### src/rtl/adc_result_decimator.sv
// adc_result_decimator: oversampling accumulator for SAR ADC results feeding a
// small first-word-fall-through FIFO with a valid/ready output handshake.
module adc_result_decimator #(
  parameter int unsigned DATA_BITS    = 12,
  parameter int unsigned OSR_MAX_LOG2 = 4,
  parameter int unsigned FIFO_DEPTH   = 4
) (
  input  logic                                clk,
  input  logic                                rst,
  input  logic                                conv_finished,
  input  logic [DATA_BITS-1:0]                result,
  input  logic [2:0]                          osr_control,
  output logic [DATA_BITS+OSR_MAX_LOG2-1:0]   data_out,
  output logic                                out_valid,
  input  logic                                out_ready,
  output logic [$clog2(FIFO_DEPTH):0]         fifo_level,
  output logic                                overflow,
  input  logic                                overflow_clr
);

  localparam int unsigned OUT_BITS = DATA_BITS + OSR_MAX_LOG2;
  localparam int unsigned AW       = $clog2(FIFO_DEPTH);
  localparam int unsigned LW       = AW + 1;
  localparam int unsigned CNT_W    = OSR_MAX_LOG2;

  logic                conv_d;
  logic                discard_first;
  logic                start_pending;
  logic [2:0]          osr_act;
  logic [2:0]          osr_eff;
  logic [CNT_W-1:0]    count;
  logic [CNT_W-1:0]    cnt_limit;
  logic [OUT_BITS-1:0] acc;
  logic [OUT_BITS-1:0] sum;
  logic [OUT_BITS-1:0] word;
  logic                strobe;
  logic                sample;
  logic                frame_done;
  logic                full;
  logic                pop;
  logic                drop;
  logic                wr_en;
  logic [AW-1:0]       wr_ptr;
  logic [AW-1:0]       rd_ptr;
  logic [AW-1:0]       rd_next;
  logic [LW-1:0]       level_next;
  logic [OUT_BITS-1:0] mem [FIFO_DEPTH];

  // Strobe detection, frame arithmetic and FIFO push/pop decisions.
  always_comb begin
    osr_eff    = (32'(osr_control) > OSR_MAX_LOG2) ? 3'(OSR_MAX_LOG2) : osr_control;
    strobe     = conv_finished & ~conv_d;
    sample     = strobe & ~discard_first;
    cnt_limit  = CNT_W'((32'd1 << osr_act) - 32'd1);
    frame_done = sample & (count == cnt_limit);
    sum        = acc + OUT_BITS'(result);
    word       = sum << (3'(OSR_MAX_LOG2) - osr_act);
    full       = (fifo_level == LW'(FIFO_DEPTH));
    pop        = out_valid & out_ready;
    drop       = frame_done & full & ~pop;
    wr_en      = frame_done & ~drop;
    rd_next    = rd_ptr + AW'(1);
    level_next = fifo_level + LW'(wr_en) - LW'(pop);
  end

  // Accumulator, sample counter and active oversampling ratio.
  always_ff @(posedge clk) begin
    if (rst) begin
      conv_d        <= 1'b1;
      discard_first <= 1'b1;
      start_pending <= 1'b1;
      osr_act       <= 3'd0;
      acc           <= '0;
      count         <= '0;
    end else begin
      conv_d <= conv_finished;
      if (start_pending) begin
        osr_act       <= osr_eff;
        start_pending <= 1'b0;
      end
      if (strobe && discard_first) discard_first <= 1'b0;
      if (frame_done) begin
        acc     <= '0;
        count   <= '0;
        osr_act <= osr_eff;
      end else if (sample) begin
        acc   <= sum;
        count <= count + CNT_W'(1);
      end
    end
  end

  // FIFO storage; no reset needed since contents are qualified by the level.
  always_ff @(posedge clk) begin
    if (!rst && wr_en) mem[wr_ptr] <= word;
  end

  // FIFO pointers, level, registered head word and sticky overflow.
  always_ff @(posedge clk) begin
    if (rst) begin
      wr_ptr     <= '0;
      rd_ptr     <= '0;
      fifo_level <= '0;
      out_valid  <= 1'b0;
      data_out   <= '0;
      overflow   <= 1'b0;
    end else begin
      if (wr_en) wr_ptr <= wr_ptr + AW'(1);
      if (pop)   rd_ptr <= rd_next;
      fifo_level <= level_next;
      out_valid  <= (level_next != '0);
      if (pop) begin
        if (fifo_level > LW'(1)) data_out <= mem[rd_next];
        else if (wr_en)          data_out <= word;
      end else if (fifo_level == '0 && wr_en) begin
        data_out <= word;
      end
      if (drop)              overflow <= 1'b1;
      else if (overflow_clr) overflow <= 1'b0;
    end
  end

endmodule

### config.mk
export PLATFORM = sky130hd
export DESIGN_NAME = adc_result_decimator
export DESIGN_NICKNAME = d
export VERILOG_FILES = /design/src/rtl/adc_result_decimator.sv
export SDC_FILE = /design/constraint.sdc
export NUM_CORES = 1
export LEC_CHECK = 0
export ABC_AREA = 1
export CAP_MARGIN = 5
export CORE_ASPECT_RATIO = 0.5
export CORE_MARGIN = 1.5
export CORE_UTILIZATION = 54
export DETAILED_ROUTE_END_ITERATION = 7
export PLACE_DENSITY = 0.83
export RECOVER_POWER = 25
export SYNTH_ARGS = -nofsm -noshare
export SYNTH_HDL_FRONTEND = slang
export SYNTH_SLANG_ARGS = --single-unit
### constraint.sdc
create_clock -name clk -period 3.3 [get_ports clk]
set_clock_uncertainty 0.05 [all_clocks]
set_input_delay 0.66 -clock clk [delete_from_list [all_inputs] [get_ports clk]]
set_output_delay 0.66 -clock clk [all_outputs]
set_load 0.02 [all_outputs]
After elaboration in Yosys (flattened, before gate mapping)

Memory sizes are Yosys's and may differ from the RTL's.
Index checks and enable logic that the tools add are counted.

Memories kept: 1
Output and inout port bits: 21
Logic and storage cells: 62
Register bits after elaboration: 51
RAM bits: 64

Order comparisons: 2
Shift operators: 2
Equality and inequality tests: 3
Add/subtract/negate cells: 8
Multiplexer cells: 12
Reductions and logical operators: 11
Bitwise operators: 11

Memories:

| name | depth | width | read ports | clocked after memory_dff | wr ports | line | source |
|---|---|---|---|---|---|---|---|
| mem  | 4     | 16    | 1          | 0                        | 1        | 47   | `logic [OUT_BITS-1:0] mem [FIFO_DEPTH];` |

Operators with widths:

| cell                | count |
|---|---|
| $mux 16             | 4 |
| $add 16x12->16      | 1 |
| $shl 16x3->16       | 1 |
| $mux 3              | 3 |
| $and 1x1->1         | 7 |
| $reduce_bool 2->1   | 3 |
| $mux 1              | 5 |
| $add 2x1->2 const B | 2 |
| $add 4x1->4 const B | 1 |
| $eq 4x4->1          | 1 |
| $not 1->1           | 4 |
| $shl 1x3->4 const A | 1 |
| $sub 4x1->4 const B | 1 |
| $add 3x1->3         | 1 |
| $eq 3x3->1 const B  | 1 |
| $gt 3x1->1 const B  | 1 |
| $gt 3x3->1 const B  | 1 |
| $logic_and 1x1->1   | 3 |
| $logic_not 3->1     | 1 |
| $ne 3x1->1 const B  | 1 |
| $reduce_bool 3->1   | 1 |
| $sub 3x1->3         | 1 |
| $sub 3x3->3 const A | 1 |
| $reduce_and 2->1    | 1 |
| other kinds (2)     | 2 |

Longest topological paths before layout

Gate-level depths: netlist of the first run.

Depth after elaboration: 11
Depth in mapped cells: 21
Gate-level depth less buffers: 18

Worst setup path before layout of the first run

No wires, ideal clock.

Path type: flip-flop to flip-flop
Start: reg osr_act[0]
End: reg out_valid
Data arrival time: 3207 ps
Cell stages (with the launch flop): 20
Period minus slack after synthesis: 3375 ps
Buffers on the path: 3
Setup time: 119 ps
Data required time: 3131 ps
Setup slack: -75 ps
Path through: dfxtp_1 -> buf_2 -> inv_1 -> buf_2 -> buf_2 -> ha_1 -> ha_1 -> inv_1 -> ha_1 -> xor2_1 -> nand3_2 -> nor2_1 -> nand2_1 -> a21oi_1 -> inv_1 -> o21ai_0 -> ha_1 -> fa_1 -> o31ai_1 -> inv_1

Longest elaborated chain between the ends: 11

Ends and longest elaborated chain:

| element                   | line | source |
|---|---|---|
| start, declared           | 29   | `logic [2:0] osr_act;` |
| start signal, assigned    | 78   | `osr_act <= osr_eff;` |
| start signal, assigned    | 85   | `osr_act <= osr_eff;` |
| $shl 1x3->4 (*)           | 54   | `cnt_limit = CNT_W'((32'd1 << osr_act) - 32'd1);` |
| $sub 4x1->4 (*)           | 54   |  |
| $eq 4x4->1 (*)            | 55   | `frame_done = sample & (count == cnt_limit);` |
| $and 1x1->1 (*)           | 55   |  |
| $and 1x1->1 (2 in series) | 60   | `drop = frame_done & full & ~pop;` |
| $not 1->1                 | 61   | `wr_en = frame_done & ~drop;` |
| $and 1x1->1 (*)           | 61   |  |
| $add 3x1->3 (*)           | 63   | `level_next = fifo_level + LW'(wr_en) - LW'(pop);` |
| $sub 3x1->3 (*)           | 63   |  |
| named net level_next[1]   | 46   | `logic [LW-1:0] level_next;` |
| $reduce_bool 3->1 (*)     | 111  | `out_valid <= (level_next != '0);` |
| end signal, assigned      | 111  |  |
| end, declared             | 14   | `output logic out_valid,` |

The timed path passes the listed nets; every way through them passes the cells marked *.
A chain may end at the register's enable or synchronous reset.

Worst setup path after layout of the first run

Start: reg osr_act[1]
End: reg out_valid

Longest elaborated chain between the ends: 11

Ends and longest elaborated chain:

| element                   | line |
|---|---|
| $shl 1x3->4 (*)           | 54 |
| $sub 4x1->4 (*)           | 54 |
| $eq 4x4->1 (*)            | 55 |
| $and 1x1->1 (*)           | 55 |
| $and 1x1->1 (2 in series) | 60 |
| $not 1->1                 | 61 |
| $and 1x1->1 (*)           | 61 |
| $add 3x1->3 (*)           | 63 |
| $sub 3x1->3 (*)           | 63 |
| $reduce_bool 3->1 (*)     | 111 |

Mark *: on every way between the ends. The rest lies on a longest branch, timed or not.

==> impl_metrics.py, run 1 <==
metrics = {
    "critical_path": {
        "crit_path_start_kind": "register",
        "worstPathRequired_ns": 3.56,
        "reg2reg_to": "out_valid",
        "rr_worst_depth": 18,
        "path_class": "reg2reg",
        "end_kind": "register",
        "r2r-start": "osr_act[1]",
        "crit_arrival_ns": 3.34,
        "r2r_slack_ns": 0.22,
        "crit_fanout": 4,
    },
    "finish": {
        "finalNonFillerCells": 933,
        "antenna_cells": 0,
        "fin_nets": 823,
        "final_common_cell": "nand2_1",
        "area_delta_synth_final_pct": 19.0,
        "fill_cells": 798,
        "final_cell_mix": "183 x nand2_1, 87 x nand3_1, 68 x inv_1, 64 x edfxtp_1, 49 x dfxtp_1",
        "drive_gt1_share_pct": 11.9,
        "fin_area_sq_um": 7330,
        "fin_util_pct": 66.3,
    },
    "global_routing": {
        "grt_antenna_before_repair": 0,
        "grt_max_degree": 29,
        "grt_pass1_vias": 5074,
        "track_usage_pct": 25.9,
        "grt_remaining_overflow": 0,
        "grt_pass1_wl_um": 24200,
    },
    "synthesis": {
        "synth_nets": 772,
        "syn_area_per_cell_sq_um": 8.50,
        "ys_types": 42,
        "ys_warn_count": 0,
        "synth-edff-count": 64,
        "async_flop_share_pct": 0,
        "synthCells": 724,
        "ys_ff_latch": 115,
        "synthesis.area_sq_um": 6160,
        "yosysSeqAreaShare_pct": 47.8,
        "synthFlopType": "edfxtp_1",
    },
    "sta": {
        "max_slew.worst_pin.slew_ns": 1.06,
        "finalMaxSlewViolations": 0,
        "period_needed_ns": 3.08,
        "fin_ws_ns": 0.219,
        "clock.fmax_mhz": 325,
        "rsz0062_at_grt": "false",
        "tns_ns": 0,
        "hold_slack_ns": 0.397,
        "slew_headroom_pct": 29.2,
        "finalCritPeriodShare_pct": 93.4,
        "hold_viol": 0,
        "finalSetupViolations": 0,
    },
    "pwr": {
        "vdd_drop_max_mv": 0.483,
        "power_mw": 4.55,
        "leakage_nw": 3.12,
        "powerDensity_nw_per_um2": 621,
    },
    "floorplanning": {
        "ios": 41,
        "design.core.area_sq_um": 11000,
        "std_cell_rows": 27,
        "dieWidth_um": 154,
        "fp.dieH_um": 78.5,
        "die_area_sq_um": 12100,
        "start_util_pct": 55.7,
    },
    "clocking": {
        "cts_buffers": 17,
        "clock-sinks": 115,
        "htreeDepth": 4,
        "clockBufferDepth": 2,
        "clkLatencyLatePin_ns": 0.42,
        "cts_hold_buf": 0,
        "path_clk_slew_ns": 0.06,
        "cts-root-buf": "clkbuf_16",
        "cts_tree": "yes",
    },
    "place": {
        "portBuffers": 40,
        "place_inst": 899,
        "place_hpwl_um": 9640,
        "pre_cts_ws_ns": -0.0505,
        "routabilityCongestion": 0.910,
        "dpl-instance-area_sq_um": 6720,
    },
    "drt": {
        "drc_errors": 0,
        "detail-route-antenna-nets": 0,
        "drt_iter0_drc": 429,
        "finalWirelength_um": 15000,
        "dr.pass1.iters": 7,
        "dr_total_vias": 5296,
        "wire_per_inst_um": 16.0,
        "post_drt_via_cell_ratio": 5.68,
    },
    "status": {
        "status": "completed",
    },
    "worst_hold_path": {
        "hold_depth": 2,
        "hold_start": "discard_first",
        "hold_class": "reg2reg",
        "hold_end": "discard_first",
    },
    "flow_run": {
        "cap_viol_max_count": 0,
    },
}
## critical path, stage by stage (launching register included)
cell	delay, ns
dfxtp_2	0.33
inv_1	0.10
ha_1	0.16
ha_1	0.18
inv_1	0.06
ha_1	0.29
xor2_1	0.17
nand3_2	0.10
nor2_2	0.12
nand2_2	0.09
inv_2	0.10
nor2_2	0.06
inv_2	0.07
o21ai_1	0.07
ha_2	0.18
fa_1	0.38
xnor2_1	0.18
o31ai_1	0.22
inv_1	0.06
## final cells by class
| type | count | area, sq um | share of cell area (%) |
|---|---|---|---|
| Clock buffer | 18 | 429 | 5.86 |
| Timing Repair Buffer | 57 | 520 | 7.10 |
| Inverter | 79 | 304 | 4.15 |
| Clock inverter | 14 | 155 | 2.12 |
| Multi-Input combinational cell | 505 | 2790 | 38.1 |
| Tap cell | 145 | 181 | 2.48 |
| Sequential cell | 115 | 2950 | 40.2 |
## power breakdown
group / internal, mW / switching (mW)
Clock: 1.12 / 0.693
Combinational: 0.364 / 0.697
Sequential: 1.63 / 0.0494
## what timing repair did
action | CTS | global route
buffers inserted | 0 | 2
setup endpoints to repair | 0 | 2
resized for setup | 0 | 9
## worst max-delay path by stage
| stage | to | cells after the start | slack, ns | start |
|---|---|---|---|---|
| 2_1_floorplan | out_valid | 21 | 0.01 | osr_act[0] |
| 5_1_grt | out_valid | 18 | 0.003 | osr_act[1] |
| 4_1_cts | out_valid | 18 | 0.08 | osr_act[1] |
| 6_report | out_valid | 18 | 0.22 | osr_act[1] |
| 3_5_place_dp | data_out[6] | 12 | -0.05 | result[0] |
| 3_3_place_gp | data_out[8] | 14 | 0.03 | result[0] |
## cell usage after synthesis (4+ instances only)
cell        n  area, sq um
o21ai_1    11         55.1
buf_2       6         30.0
edfxtp_1   64         1920
dfxtp_1    51         1020
nand2_2     4         25.0
a22o_1     12          105
nand3_1    87          435
xnor2_1     5         43.8
o21ai_2     7         61.3
a21oi_1    39          195
nand2_1   184          691
o211ai_1    7         52.6
a22oi_1    12         90.1
a21oi_2    11         96.3
inv_2       5         18.8
or2_2       4         25.0
ha_1       26          325
o21ai_0    24          120
inv_1      70          263
xor2_1     10         87.6
buf_1       4         15.0
clkbuf_1   12         45.0
nor2_1     36          135
## flip-flops by register name, indices dropped and copies added (netlist names)
| name | cells |
|---|---|
| mem | 64 |
| acc | 16 |
| data_out | 16 |
| count | 4 |
| fifo_level | 3 |
| osr_act | 3 |
| rd_ptr | 2 |
| wr_ptr | 2 |
| conv_d | 1 |
| discard_first | 1 |
| out_valid | 1 |
| overflow | 1 |
| start_pending | 1 |
## logic make-up (layout without fill, tap and decap cells)
group / Yosys count / in the layout / synth area share (%)
xor+xnor: 16 / 16 / 2.40
fa+ha+maj: 28 / 28 / 5.93
compound gates: 132 / 132 / 13.9
simple gates: 329 / 329 / 22.9
buf+inv: 104 / 168 / 7.13
flops: 115 / 115 / 47.8
## routing by layer
metal  up-vias  wire [um]  share of wire, %  global-route usage [%]
met5         -          0                 0                       0
li1       2566          -                 -                       -
met4         0        184               1.2                    9.13
met1      2487       6570                44                    32.4
met3        19       1270               8.5                    7.12
met2       224       6950                46                    43.4
Note: power is estimated with default switching activity, not from simulation.
==> run 2, diff against run 1 <==
--- a/config.mk
+++ b/config.mk
@@ -10,6 +10,7 @@
 export CORE_ASPECT_RATIO = 0.5
 export CORE_MARGIN = 1.5
 export CORE_UTILIZATION = 54
+export CTS_BUF_LIST = sky130_fd_sc_hd__clkbuf_16
 export DETAILED_ROUTE_END_ITERATION = 7
 export PLACE_DENSITY = 0.83
 export RECOVER_POWER = 25
==> impl_metrics.py, run 2 (synthesis results as in run 1) <==
metrics = {
    "finish": {
        "reg.largest.list": "mem: 64 flops, acc: 16 flops, data_out: 16 flops",
        "area_delta_synth_final_pct": 19.0,
        "drive_gt1_share_pct": 11.9,
        "final_common_cell": "nand2_1",
        "final_cell_mix": "183 x nand2_1, 87 x nand3_1, 69 x inv_1, 64 x edfxtp_1, 49 x dfxtp_1",
        "fin_nets": 823,
        "regMostFlops": "mem",
        "largest_reg_flops": 64,
        "fin_area_sq_um": 7330,
        "antenna_cells": 0,
        "fin_util_pct": 66.3,
        "fill_cells": 798,
    },
    "global_routing": {
        "grt_pass1_vias": 5074,
        "grt_max_degree": 29,
        "grt_remaining_overflow": 0,
        "grt_pass1_wl_um": 24200,
        "track_usage_pct": 25.9,
        "grt_antenna_before_repair": 0,
    },
    "flow_run": {
        "cap_viol_max_count": 0,
    },
    "floorplanning": {
        "ios": 41,
        "dieWidth_um": 154,
        "design.core.area_sq_um": 11000,
        "std_cell_rows": 27,
        "fp.dieH_um": 78.5,
        "start_util_pct": 55.7,
        "die_area_sq_um": 12100,
    },
    "sta": {
        "finalCritPeriodShare_pct": 93.4,
        "tns_ns": 0,
        "finalMaxSlewViolations": 0,
        "fin_ws_ns": 0.217,
        "rsz0062_at_grt": "false",
        "max_slew.worst_pin.slew_ns": 1.06,
        "finalSetupViolations": 0,
        "slew_headroom_pct": 29.0,
        "hold_viol": 0,
        "period_needed_ns": 3.08,
        "clock.fmax_mhz": 324,
    },
    "critical_path": {
        "worstPathRequired_ns": 3.56,
        "crit_path_start_kind": "register",
        "r2r_slack_ns": 0.22,
        "crit_arrival_ns": 3.35,
        "path_class": "reg2reg",
        "end_kind": "register",
        "startpoint": "osr_act[1]",
        "r2r-start": "osr_act[1]",
        "crit_fanout": 4,
    },
    "clocking": {
        "clock-sinks": 115,
        "cts_tree": "yes",
        "clockBufferDepth": 2,
        "cts_hold_buf": 0,
        "htreeDepth": 4,
        "cts_buffers": 17,
        "cts-root-buf": "clkbuf_16",
        "clkLatencyLatePin_ns": 0.42,
        "path_clk_slew_ns": 0.06,
    },
    "drt": {
        "detail-route-antenna-nets": 0,
        "dr_total_vias": 5288,
        "post_drt_via_cell_ratio": 5.67,
        "wire_per_inst_um": 16.1,
        "drt_iter0_drc": 425,
        "drc_errors": 0,
        "finalWirelength_um": 15000,
        "dr.pass1.iters": 8,
    },
    "pwr": {
        "leakage_nw": 3.13,
        "comb_power_share_pct": 23.4,
        "vdd_drop_max_mv": 0.483,
        "switching_power_mw": 1.44,
        "p_int_mw": 3.11,
        "swShare_pct": 31.7,
        "power_frac_seq_pct": 36.9,
        "pwr-share-clk_pct": 39.7,
        "power_mw": 4.55,
        "powerDensity_nw_per_um2": 620,
    },
    "place": {
        "place_hpwl_um": 9640,
        "portBuffers": 40,
        "pre_cts_ws_ns": -0.0505,
        "dpl-instance-area_sq_um": 6720,
        "routabilityCongestion": 0.910,
    },
    "worst_hold_path": {
        "hold_start": "discard_first",
        "hold_class": "reg2reg",
    },
    "status": {
        "status": "completed",
    },
}
-- run 2: worst paths after layout --
| path | endpoint | depth (start not counted) |
|---|---|---|
| worst max-delay path | out_valid | 18 |
| worst min-delay path | discard_first | 2 |
| worst max register to register | out_valid | 18 |
| worst min register to register | discard_first | 2 |
-- run 2: metal layers --
| metal | routed length [um] | vias up | GRT usage (%) |
|---|---|---|---|
| li1 | - | 2566 | - |
| met1 | 6510 | 2474 | 32.4 |
| met2 | 7010 | 226 | 43.4 |
| met3 | 1310 | 22 | 7.12 |
| met4 | 199 | 0 | 9.13 |
| met5 | 0 | - | 0 |
-- run 2: final cells by class --
type                            count  area [sq um]  area share, %
Tap cell                          145           181           2.48
Sequential cell                   115          2950           40.2
Multi-Input combinational cell    505          2790           38.1
Inverter                           79           304           4.15
Clock inverter                     15           159           2.17
Timing Repair Buffer               57           520           7.10
Clock buffer                       17           425           5.80
-- run 2: power by group through the flow --
stage | logic [mW] | clock network, mW | registers (mW)
3_3_place_gp | 0.998 | 0 | 1.71
6_report | 1.06 | 1.81 | 1.68
5_1_grt | 1.16 | 1.87 | 1.69
2_1_floorplan | 0.652 | 0 | 1.77
4_1_cts | 1.05 | 1.81 | 1.68
3_5_place_dp | 1.03 | 0 | 1.71
-- run 2: what timing repair did --
| action | in CTS | in global routing |
|---|---|---|
| setup buffers | 0 | 2 |
| resized for setup | 0 | 9 |
| endpoints found under the setup margin | 0 | 2 |
-- run 2: per-stage QoR --
stage               hold WS (ns)  std cells
CTS                        0.398        931
finish                     0.396        933
detailed placement         0.390        899
global route               0.428        933
floorplan                  0.370        724
global placement           0.384        899
-- run 2: worst max-delay path, cell delays in order (launching register included) --
cell     delay, ns
dfxtp_2       0.33
inv_1         0.10
ha_1          0.16
ha_1          0.18
inv_1         0.06
ha_1          0.29
xor2_1        0.17
nand3_2       0.10
nor2_2        0.12
nand2_2       0.09
inv_2         0.10
nor2_2        0.06
inv_2         0.07
o21ai_1       0.07
ha_2          0.18
fa_1          0.38
xnor2_1       0.18
o31ai_1       0.22
inv_1         0.06
==> run 3, diff against run 2 <==
--- a/config.mk
+++ b/config.mk
@@ -14,6 +14,7 @@
 export DETAILED_ROUTE_END_ITERATION = 7
 export PLACE_DENSITY = 0.83
 export RECOVER_POWER = 25
+export REMOVE_ABC_BUFFERS = 1
 export SYNTH_ARGS = -nofsm -noshare
 export SYNTH_HDL_FRONTEND = slang
 export SYNTH_SLANG_ARGS = --single-unit
==> impl_metrics.py, run 3 (synthesis results as in run 1) <==
metrics = {
    "finish": {
        "fin_nets": 823,
        "reg.largest.list": "mem: 64 flops, acc: 16 flops, data_out: 16 flops",
        "regMostFlops": "mem",
        "antenna_cells": 0,
        "final_common_cell": "nand2_1",
        "largest_reg_flops": 64,
        "area_delta_synth_final_pct": 18.4,
        "drive_gt1_share_pct": 10.9,
        "final_cell_mix": "183 x nand2_1, 87 x nand3_1, 73 x inv_1, 64 x edfxtp_1, 51 x dfxtp_1",
    },
    "drt": {
        "post_drt_via_cell_ratio": 5.65,
        "drc_errors": 0,
        "dr_total_vias": 5272,
        "finalWirelength_um": 15000,
        "drt_iter0_drc": 383,
        "dr.pass1.iters": 5,
        "wire_per_inst_um": 16.1,
        "detail-route-antenna-nets": 0,
    },
    "sta": {
        "clock.fmax_mhz": 323,
        "finalSetupViolations": 0,
        "max_slew.worst_pin.slew_ns": 1.21,
        "hold_viol": 0,
        "fin_ws_ns": 0.207,
        "rsz0062_at_grt": "false",
        "finalMaxSlewViolations": 0,
        "slew_headroom_pct": 19.7,
        "finalCritPeriodShare_pct": 93.7,
        "period_needed_ns": 3.09,
    },
    "clocking": {
        "cts_hold_buf": 0,
        "clkLatencyLatePin_ns": 0.42,
        "cts_buffers": 17,
        "htreeDepth": 4,
        "clockBufferDepth": 2,
        "clock-sinks": 115,
        "path_clk_slew_ns": 0.05,
        "cts_tree": "yes",
        "cts-root-buf": "clkbuf_16",
    },
    "place": {
        "place_hpwl_um": 9850,
        "routabilityCongestion": 0.917,
        "portBuffers": 40,
        "pre_cts_ws_ns": -0.0714,
    },
    "floorplanning": {
        "design.core.area_sq_um": 11000,
        "dieWidth_um": 154,
        "fp.dieH_um": 78.5,
        "die_area_sq_um": 12100,
        "std_cell_rows": 27,
        "start_util_pct": 55.7,
        "ios": 41,
    },
    "global_routing": {
        "grt_max_degree": 29,
        "track_usage_pct": 26.4,
        "grt_pass1_wl_um": 24400,
        "grt_pass1_vias": 5026,
        "grt_remaining_overflow": 0,
        "grt_antenna_before_repair": 0,
    },
    "critical_path": {
        "r2r_slack_ns": 0.21,
        "crit_fanout": 3,
        "worstPathRequired_ns": 3.59,
        "crit_path_start_kind": "register",
        "end_kind": "register",
        "crit_arrival_ns": 3.38,
        "path_class": "reg2reg",
    },
    "pwr": {
        "powerDensity_nw_per_um2": 612,
        "power_mw": 4.46,
        "leakage_nw": 3.13,
        "vdd_drop_max_mv": 0.442,
    },
    "worst_hold_path": {
        "hold_class": "reg2reg",
    },
    "status": {
        "status": "completed",
    },
    "flow_run": {
        "cap_viol_max_count": 0,
    },
}
run 3: cell count changes in the layout (fill, tap and decap cells not counted), sizes merged:
cell      before  now
buf           15   12
clkbuf        19   22
clkinv         7   10
clkinvlp       5    2
run 3: layout make-up:
cell class,instances,area (sq um)
sequential,115,2940
multi-input combinational,505,2800
clock buffer,17,425
timing repair buffer,57,509
fill,833,3760
tap,145,181
inverter,79,304
clock inverter,15,131
run 3: critical path, cell delays in order (launching register included):
cell and delay [ns]:
dfxtp_1 0.33, inv_1 0.10, ha_1 0.16, ha_2 0.21, inv_1 0.05, ha_1 0.30
xor2_1 0.18, nand3_2 0.10, nor2_2 0.12, nand2_2 0.10, inv_2 0.08, nor2_2 0.06
inv_1 0.11, o21ai_2 0.07, ha_1 0.18, fa_1 0.37, xnor2_1 0.25, inv_1 0.08
nor2_1 0.11
run 3: what timing repair did:
action,CTS,global route
setup buffers,0,0
gates resized for setup,1,7
endpoints found under the setup margin,1,2
run 3: stage by stage:
stage	hold WS (ns)	std cells	util [%]	TNS (ns)	cell area (sq um)
floorplan	0.370	699	-	-15.83	6020
global placement	0.378	901	60.9	-0.0146	6730
detailed placement	0.394	901	60.9	-0.0714	6730
CTS	0.402	933	66.0	0	7290
global route	0.434	933	66.0	0	7290
finish	0.401	933	66.0	0	7290
run 3: power by group:
| group | internal, mW | leakage [nW] | switching (mW) |
|---|---|---|---|
| Sequential | 1.63 | 0.994 | 0.0508 |
| Combinational | 0.361 | 1.85 | 0.694 |
| Clock | 1.09 | 0.285 | 0.640 |
run 3: per-layer routing:
layer	global-route usage (%)	up-vias	part of all wire, %	wire length, um
li1	-	2562	-	-
met1	33.8	2447	44	6580
met2	43.4	242	46	6930
met3	6.35	21	8.4	1270
met4	10.6	0	1.4	215
met5	0	-	0	0
run 3: final timing paths:
path / startpoint / cells after the start / to
max reg2reg: osr_act[1] / 18 / fifo_level[2]
min reg2reg: discard_first / 2 / discard_first
min: discard_first / 2 / discard_first
max: osr_act[1] / 18 / fifo_level[2]
